`config.mk`:
```
export PLATFORM = sky130hd
export DESIGN_NAME = delay_line_controller
export DESIGN_NICKNAME = d
export VERILOG_FILES = /design/src/rtl/delay_line_pkg.sv /design/src/rtl/delay_line_controller.sv
export SDC_FILE = /design/constraint.sdc
export NUM_CORES = 1
export LEC_CHECK = 0
export CAP_MARGIN = 0
export CORE_MARGIN = 2
export CORE_UTILIZATION = 40
export CTS_CLUSTER_SIZE = 24
export DETAILED_ROUTE_END_ITERATION = 8
export PLACE_DENSITY = 0.68
export SYNTH_ARGS = -nofsm -noshare
export SYNTH_HDL_FRONTEND = slang
export SYNTH_SLANG_ARGS = --single-unit
```
`constraint.sdc`:
```
create_clock -name qzt_clk -period 1.9 [get_ports qzt_clk]
set_input_delay 0.19 -clock qzt_clk [delete_from_list [all_inputs] [get_ports qzt_clk]]
set_output_delay 0.19 -clock qzt_clk [all_outputs]
set_load 0.01 [all_outputs]
```
`src/rtl/delay_line_pkg.sv`:
```
// Shared types and constants for the delay-line controller and its RAM.
package delay_line_pkg;

  localparam int DEF_ADDR_W = 8;
  localparam int DEF_DATA_W = 8;
  localparam logic [7:0] DEFAULT_DELAY = 8'd16;
  localparam int MIN_TICK_PERIOD = 5;

  typedef enum logic [2:0] {
    IDLE = 3'd0,
    WR   = 3'd1,
    RD   = 3'd2,
    RW   = 3'd3,
    OUT  = 3'd4
  } state_e;

endpackage

```
`src/rtl/delay_line_controller.sv`:
```
// Sequences one write and one delayed read of a circular-buffer RAM per sample tick,
// masking samples that were never written while the buffer fills.
module delay_line_controller
  import delay_line_pkg::*;
#(
  parameter int              ADDR_W        = DEF_ADDR_W,
  parameter int              DATA_W        = DEF_DATA_W,
  parameter logic [ADDR_W-1:0] DEFAULT_DELAY = ADDR_W'(delay_line_pkg::DEFAULT_DELAY)
) (
  input  logic              qzt_clk,
  input  logic              reset,
  input  logic              sample_tick,
  input  logic [DATA_W-1:0] adc_data,
  input  logic [ADDR_W-1:0] delay_set,
  input  logic              delay_load,
  input  logic [DATA_W-1:0] ram_rdata,
  output logic              ram_we,
  output logic [ADDR_W-1:0] ram_addr,
  output logic [DATA_W-1:0] ram_wdata,
  output logic [DATA_W-1:0] dac_data,
  output logic              dac_valid,
  output logic              busy,
  output logic              overrun,
  output logic [ADDR_W-1:0] delay_cur,
  output state_e            dbg_state
);

  localparam logic [ADDR_W:0] FILL_MAX = {1'b1, {ADDR_W{1'b0}}};

  state_e            state_q;
  logic              tick_old_q;
  logic [ADDR_W-1:0] wr_ptr_q;
  logic [ADDR_W:0]   fill_cnt_q;
  logic [ADDR_W-1:0] delay_cur_q;
  logic              pend_q;
  logic [ADDR_W-1:0] pend_val_q;
  logic              ram_we_q;
  logic [ADDR_W-1:0] ram_addr_q;
  logic [DATA_W-1:0] ram_wdata_q;
  logic [DATA_W-1:0] dac_data_q;
  logic              dac_valid_q;
  logic              overrun_q;

  logic              tick_edge_d;
  logic [ADDR_W:0]   fill_cnt_d;
  logic [ADDR_W-1:0] rd_addr_d;

  assign tick_edge_d = ~tick_old_q & sample_tick;
  assign fill_cnt_d  = (fill_cnt_q == FILL_MAX) ? fill_cnt_q : fill_cnt_q + 1'b1;
  // Natural modulo wrap gives the circular-buffer read position.
  assign rd_addr_d   = wr_ptr_q - delay_cur_q;

  always_ff @(posedge qzt_clk) begin
    // Edge history keeps tracking through reset so a held-high tick is not an edge.
    tick_old_q <= sample_tick;
    if (reset) begin
      state_q     <= IDLE;
      wr_ptr_q    <= '0;
      fill_cnt_q  <= '0;
      delay_cur_q <= DEFAULT_DELAY;
      pend_q      <= 1'b0;
      pend_val_q  <= '0;
      ram_we_q    <= 1'b0;
      ram_addr_q  <= '0;
      ram_wdata_q <= '0;
      dac_data_q  <= '0;
      dac_valid_q <= 1'b0;
      overrun_q   <= 1'b0;
    end else begin
      dac_valid_q <= 1'b0;
      if (tick_edge_d && state_q != IDLE) overrun_q <= 1'b1;
      if (delay_load && state_q inside {WR, RD, RW}) begin
        pend_q     <= 1'b1;
        pend_val_q <= delay_set;
      end
      case (state_q)
        IDLE: begin
          if (delay_load) delay_cur_q <= delay_set;
          if (tick_edge_d) begin
            ram_we_q    <= 1'b1;
            ram_addr_q  <= wr_ptr_q;
            ram_wdata_q <= adc_data;
            state_q     <= WR;
          end
        end
        WR: begin
          ram_we_q   <= 1'b0;
          ram_addr_q <= rd_addr_d;
          fill_cnt_q <= fill_cnt_d;
          state_q    <= RD;
        end
        RD: state_q <= RW;
        RW: begin
          dac_data_q  <= (fill_cnt_q > {1'b0, delay_cur_q}) ? ram_rdata : '0;
          dac_valid_q <= 1'b1;
          state_q     <= OUT;
        end
        OUT: begin
          wr_ptr_q <= wr_ptr_q + 1'b1;
          if (delay_load)  delay_cur_q <= delay_set;
          else if (pend_q) delay_cur_q <= pend_val_q;
          pend_q  <= 1'b0;
          state_q <= IDLE;
        end
        default: state_q <= IDLE;
      endcase
    end
  end

  assign ram_we    = ram_we_q;
  assign ram_addr  = ram_addr_q;
  assign ram_wdata = ram_wdata_q;
  assign dac_data  = dac_data_q;
  assign dac_valid = dac_valid_q;
  assign busy      = (state_q != IDLE);
  assign overrun   = overrun_q;
  assign delay_cur = delay_cur_q;
  assign dbg_state = state_q;

endmodule

```
Word-level counts from Yosys, hierarchy flattened
Cells that the tools add are included.
{"block": "classes", "n_eq_ne": 8, "order_cmp": 1, "reduce_logical": 12, "addsub": 3, "bitwise_logic": 3, "muxes": 12}
{"cell": "8-bit 2-to-1 mux", "count": 5}
{"cell": "8-bit one-hot mux with 2 select lines", "count": 2}
{"cell": "3-bit one-hot mux with 4 select lines", "count": 1}
{"cell": "9-bit by 1-bit adder with 9-bit output, second input constant", "count": 1}
{"cell": "9-bit == test, second input constant", "count": 1}
{"cell": "9-bit by 8-bit greater-than comparator with 1-bit output", "count": 1}
{"cell": "8-bit by 1-bit adder with 8-bit output, second input constant", "count": 1}
{"cell": "8-bit subtractor", "count": 1}
{"cell": "3-bit by 2-bit == test with 1-bit output, second input constant", "count": 2}
{"cell": "2-bit AND reduction", "count": 3}
{"cell": "3-bit nonzero test", "count": 2}
{"cell": "2-bit != test, second input constant", "count": 2}
{"cell": "2-bit nonzero test", "count": 2}
{"cell": "3-bit by 1-bit == test with 1-bit output, second input constant", "count": 1}
{"cell": "3-bit == test, second input constant", "count": 1}
{"cell": "3-bit zero test", "count": 1}
{"cell": "3-bit 2-to-1 mux", "count": 1}
{"cell": "3-bit != test, second input constant", "count": 1}
{"cell": "3-bit AND reduction", "count": 1}
{"cell": "1-bit logical AND", "count": 2}
{"cell": "1-bit 2-to-1 mux", "count": 2}
{"cell": "1-bit inverter", "count": 2}
{"cell": "1-bit one-hot mux with 2 select lines", "count": 1}
{"cell": "2-bit OR reduction", "count": 1}
{"cell": "1-bit AND", "count": 1}
{"block": "word_totals", "register_bits": 65, "input_bits": 28, "output_inout_bits": 39}

Longest topological paths before layout
Gate-level depths: netlist of run 1.
{"block": "logic_depth", "word_depth": 4, "ltp_mapped": 9, "ltp_nobuf": 9}

Worst setup path after synthesis of run 1
OpenSTA, ideal clock, no wires.
{"block": "synth_path", "path_type": "register to register", "startpoint": "register state_q[2], in the netlist dbg_state[2]", "endpoint": "register delay_cur_q[4], in the netlist delay_cur[4]", "slack_ps": -31, "synth_period_minus_slack_ps": 1931, "arrival_ps": 1811, "required_time_ps": 1780, "stages_incl_launch_ff": 7, "setup_time_ps": 120, "cell_sequence": "dfxtp_1 > buf_6 > nor3b_2 > inv_2 > nor2_8 > mux2_2 > a211o_1"}
{"block": "synth_between", "elab_chain_cells": 3, "elab_cells_between_ends": 7, "classes_between": "eq/ne (3); mux (1); reduce/logical (3)"}
{"element": "from (decl)", "line_no": "delay_line_controller.sv:30", "rtl": "state_e state_q;"}
{"element": "from (signal assigned)", "line_no": "delay_line_controller.sv:57", "rtl": "state_q <= IDLE;"}
{"element": "from (signal assigned)", "line_no": "delay_line_controller.sv:83", "rtl": "state_q <= WR;"}
{"element": "from (signal assigned)", "line_no": "delay_line_controller.sv:90", "rtl": "state_q <= RD;"}
{"element": "3-bit == test or 3-bit zero test (tied branches)", "line_no": "delay_line_controller.sv:76", "rtl": "case (state_q)"}
{"element": "3-bit != test (no source line) (tied with other cells)"}
{"element": "3-bit AND reduction (no source line)"}
{"element": "to (signal assigned)", "line_no": "delay_line_controller.sv:78", "rtl": "if (delay_load) delay_cur_q <= delay_set;"}
{"element": "to (signal assigned)", "line_no": "delay_line_controller.sv:100", "rtl": "if (delay_load) delay_cur_q <= delay_set;"}
{"element": "to (signal assigned)", "line_no": "delay_line_controller.sv:101", "rtl": "else if (pend_q) delay_cur_q <= pend_val_q;"}
{"element": "to (decl)", "line_no": "delay_line_controller.sv:34", "rtl": "logic [ADDR_W-1:0] delay_cur_q;"}
Several ways; a longest one is shown, not always the timed one.
A chain may end at the register's enable or synchronous reset.

Worst setup path in the final report of run 1
{"block": "layout_path", "startpoint": "register state_q[2], in the netlist dbg_state[2]", "endpoint": "output busy"}
{"block": "layout_between", "elab_chain_cells": 1}
{"element": "3-bit nonzero test", "line_no": "delay_line_controller.sv:115", "rtl": "assign busy = (state_q != IDLE);"}
{"element": "to (decl)", "line_no": "delay_line_controller.sv:22", "rtl": "output logic busy,"}
Every way passes these cells.

==> results of run 1 <==
==> power by group through the flow <==
stage	clock, mW	combinational (mW)	sequential [mW]
after floorplan	0	0.322	1.52
after global placement	0	0.630	1.50
after global routing	1.23	0.738	1.48
after detailed placement	0	0.639	1.50
final	1.15	0.669	1.47
after CTS	1.17	0.645	1.47
==> layout by cell type, fill, tap and decap left out, types with 3 or more instances in the layout <==
| master | n |
|---|---|
| buf_4 | 32 |
| inv_2 | 5 |
| a211oi_1 | 10 |
| clkbuf_8 | 10 |
| a21o_1 | 4 |
| nand2_1 | 27 |
| a311oi_1 | 3 |
| o21ai_0 | 4 |
| ha_4 | 3 |
| nor3_1 | 8 |
| a21oi_1 | 18 |
| inv_1 | 12 |
| xor2_1 | 11 |
| clkdlybuf4s50_1 | 65 |
| clkbuf_1 | 3 |
| dfxtp_2 | 4 |
| nor2_1 | 45 |
| mux2i_1 | 19 |
| nand4_1 | 5 |
| nor4_1 | 3 |
| dfxtp_1 | 61 |
| a22o_1 | 8 |
| ha_1 | 15 |
| nand3_1 | 8 |
| xnor2_1 | 8 |
==> logic make-up after synthesis <==
logic type                 after synthesis  synth area share
muxes                                   21            0.0686
AOI/OAI and AO/OA                       63             0.141
xor gates and xnor gates                19            0.0537
DFF                                     65             0.420
buffers and inverters                   34            0.0501
adders and majority gates               19            0.0791
and+or+nand+nor                        115             0.187
==> worst min path at each step <==
stage | from | cells past startpoint | end
after floorplan | sample_tick | 0 | tick_old_q
after global placement | reset | 2 | dbg_state[2]
after detailed placement | reset | 2 | dbg_state[2]
after CTS | reset | 2 | dbg_state[2]
after global routing | reset | 2 | dbg_state[2]
final | reset | 2 | dbg_state[2]
==> state kept, by name, summed over array words and instances, names as in the netlist <==
name	count
wr_ptr_q	8
overrun	1
ram_we	1
dac_data	8
fill_cnt_q	9
pend_val_q	8
pend_q	1
delay_cur	8
tick_old_q	1
ram_wdata	8
ram_addr	8
dac_valid	1
dbg_state	3
==> area by class of cell <==
cell class / count / share of cell area
multi-input cells: 237 / 0.399
repair buffers: 99 / 0.210
clock inverters: 3 / 0.00927
clock buffers: 13 / 0.0345
flip-flops and latches: 65 / 0.302
inverters: 17 / 0.0148
well taps: 102 / 0.0295
==> per-layer routing <==
layer  vias up  track usage  part of all wire
met3         8       0.0485             0.053
met2        81        0.281              0.46
met4         0       0.0746             0.015
met1      1271        0.248              0.48
li1       1368            -                 -
met5         -            0                 0
==> what timing repair did <==
| action | 4_1_cts | 5_1_grt |
|---|---|---|
| buffers inserted | 1 | 1 |
| pin swaps | 0 | 9 |
| gates resized for setup | 1 | 22 |
| hold endpoints to repair | 0 | 0 |
| cloned | 0 | 0 |
| setup endpoints to repair | 10 | 14 |
==> worst max-delay path, stage by stage, from the launching register on <==
cell and delay (ns):
dfxtp_1 0.37, or3_4 0.43, clkdlybuf4s50_1 0.49
==> through the flow <==
stage	instances	hold WS, ns	setup WS (ns)	cell area, um^2
after floorplan	336	0.218	0.0367	3110
after global placement	518	0.405	0.0393	4030
after detailed placement	518	0.402	-0.0137	4030
after CTS	535	0.0405	0.0361	4230
after global routing	536	0.0491	-0.0193	4320
final	536	0.0524	0.0946	4320
==> summary.md, run 1 <==
| Metric | Value |
|---|---|
| Clock slew at the register clock pins of the worst setup and hold paths | `0.06 ns` |
| CTS tree | `yes` |
| Area fraction of the dominant cell type after synthesis | `0.420` |
| Crit share post-route | `0.950` |
| Final core occ | `0.568` |
| Async S/R FF share, synth | `0` |
| Hpwl dp | `5360 um` |
| CP endpoint kind | `output pin` |
| Top cells by count, synth | `dfxtp_1 (65), nor2_1 (45), nand2_1 (27), a21oi_1 (20), mux2i_1 (19)` |
| Leakage | `1.67 nW` |
| Initial DRT Pass Iterations | `4` |
| R2R Path End | `dac_data[1]` |
| Commonest register cell after synthesis | `dfxtp_1` |
| Antenna violations before repair | `0` |
| Cell internal pwr | `2.42 mW` |
| Hold Vio Cnt, Final | `0` |
| DR vias | `2728` |
| Syn_nets | `383` |
| Synth Area per Inst | `9.22 um^2` |
| Top cells by area, synth | `dfxtp_1 (42%), ha_1 (7.3%), mux2i_1 (6.1%), nor2_1 (5.5%), nand2_1 (3.3%)` |
| Worst Path Required | `1.71 ns` |
| Worst setup path end | `busy` |
| Sequential group share of total power | `0.448` |
| Flop-to-flop setup slack | `0.10 ns` |
| Slew headroom | `0.757` |
| Sw Ratio | `0.264` |
| Row Count | `32` |
| Die Wd | `slightly above 90 um` |
| # diodes | `0` |
| Hold Buf Count CTS | `0` |
| Core ar. | `between 7000 and 8000 um^2` |
| Max Fclk | `554 MHz` |
| CP Launch Point | `dbg_state[2]` |
| Share of cells above drive strength 1 | `0.177` |
| Worst-margin pin slew | `roughly 0.36 ns` |
| Grt ovf | `0` |
| Longest Clk Path Bufs | `2` |
| Fillers | `690` |
| Skew final | `between 0.004 and 0.005 ns` |
| Max-Cap Viols | `0` |
| Die ar. | `between 8000 and 9000 um^2` |
| Vias per inst | `5.09` |
| CP Launch Type | `flop` |
| Logic pwr share | `0.204` |
| Final Setup Violations | `0` |
| Final WL | `7470 um` |
| GPL Wtd Cong | `about 0.86` |
| Routed len/inst | `13.9 um` |
| Insertion delay to the later sink of the worst-skew pair | `0.33 ns` |
| Vias in the first global route | `2545` |
| HP Class | `input port to flop` |
| Cell Area, Synth | `3100 um^2` |
| GRT Total Usage | `0.184` |
| Initial Utilization | `0.407` |
| First-pass GRT wire length | `12300 um` |
| Crit path max fanout | `7` |
| RSZ-0062 raised after global routing | `true` |
| Seq/Total Area, Yosys | `0.420` |
| Multi-input logic area | `1730 um^2` |
| Critical path class | `flop to output pin` |
| Reg2Reg Depth | `8` |
| CTS buffer count | `9` |
| DRC | `0` |
| Distinct cell type count after synthesis | `50` |
| IO Count | `67` |
| Die Y-Extent | `92.0 um` |
| Layout net count | `476` |
| Pins Over Slew Limit | `0` |
| Cell taking the most area after synthesis | `dfxtp_1` |
| Status | `complete, no violations` |
| Final ANT Viol Nets | `0` |
| CP Data Arrival Time | `1.62 ns` |
| Area growth from synthesis to layout | `39.4%` |
| Flops & latches, synth | `65` |
| Final worst path period need | `around 1.8 ns` |
| Launch point of the worst reg-to-reg path | `delay_cur[3]` |
| Clock share of power | `0.349` |
| Number of buffers added on ports | `66` |
| Total power | `3.29 mW` |
| Sequential cell area | `1310 um^2` |
| Warnings from Yosys | `0` |
| NetSw | `867 uW` |
| CTS Sinks | `65` |
| Drt first-iter violations | `76` |
| Htree depth | `3` |
| VDD IR-drop max | `0.000416 V` |
| Setup TNS | `0 ns` |
| Top-count cell post-synth | `dfxtp_1` |
| Pwr dens | `761 nW/um^2` |
| Root Driver | `clkbuf_8` |
| Post-synth EDFFs | `0` |
| Cells after Synth | `336` |
| Largest net degree at the start of global routing | `34` |
No activity file was read; power rests on OpenSTA's default activity.
==> inputs of run 2 (changes only) <==
--- a/config.mk
+++ b/config.mk
@@ -11,6 +11,7 @@
 export CTS_CLUSTER_SIZE = 24
 export DETAILED_ROUTE_END_ITERATION = 8
 export PLACE_DENSITY = 0.68
+export SLEW_MARGIN = 0
 export SYNTH_ARGS = -nofsm -noshare
 export SYNTH_HDL_FRONTEND = slang
 export SYNTH_SLANG_ARGS = --single-unit
==> results of run 2 <==
The final DEF is identical to that of run 1; final timing and power are the same.
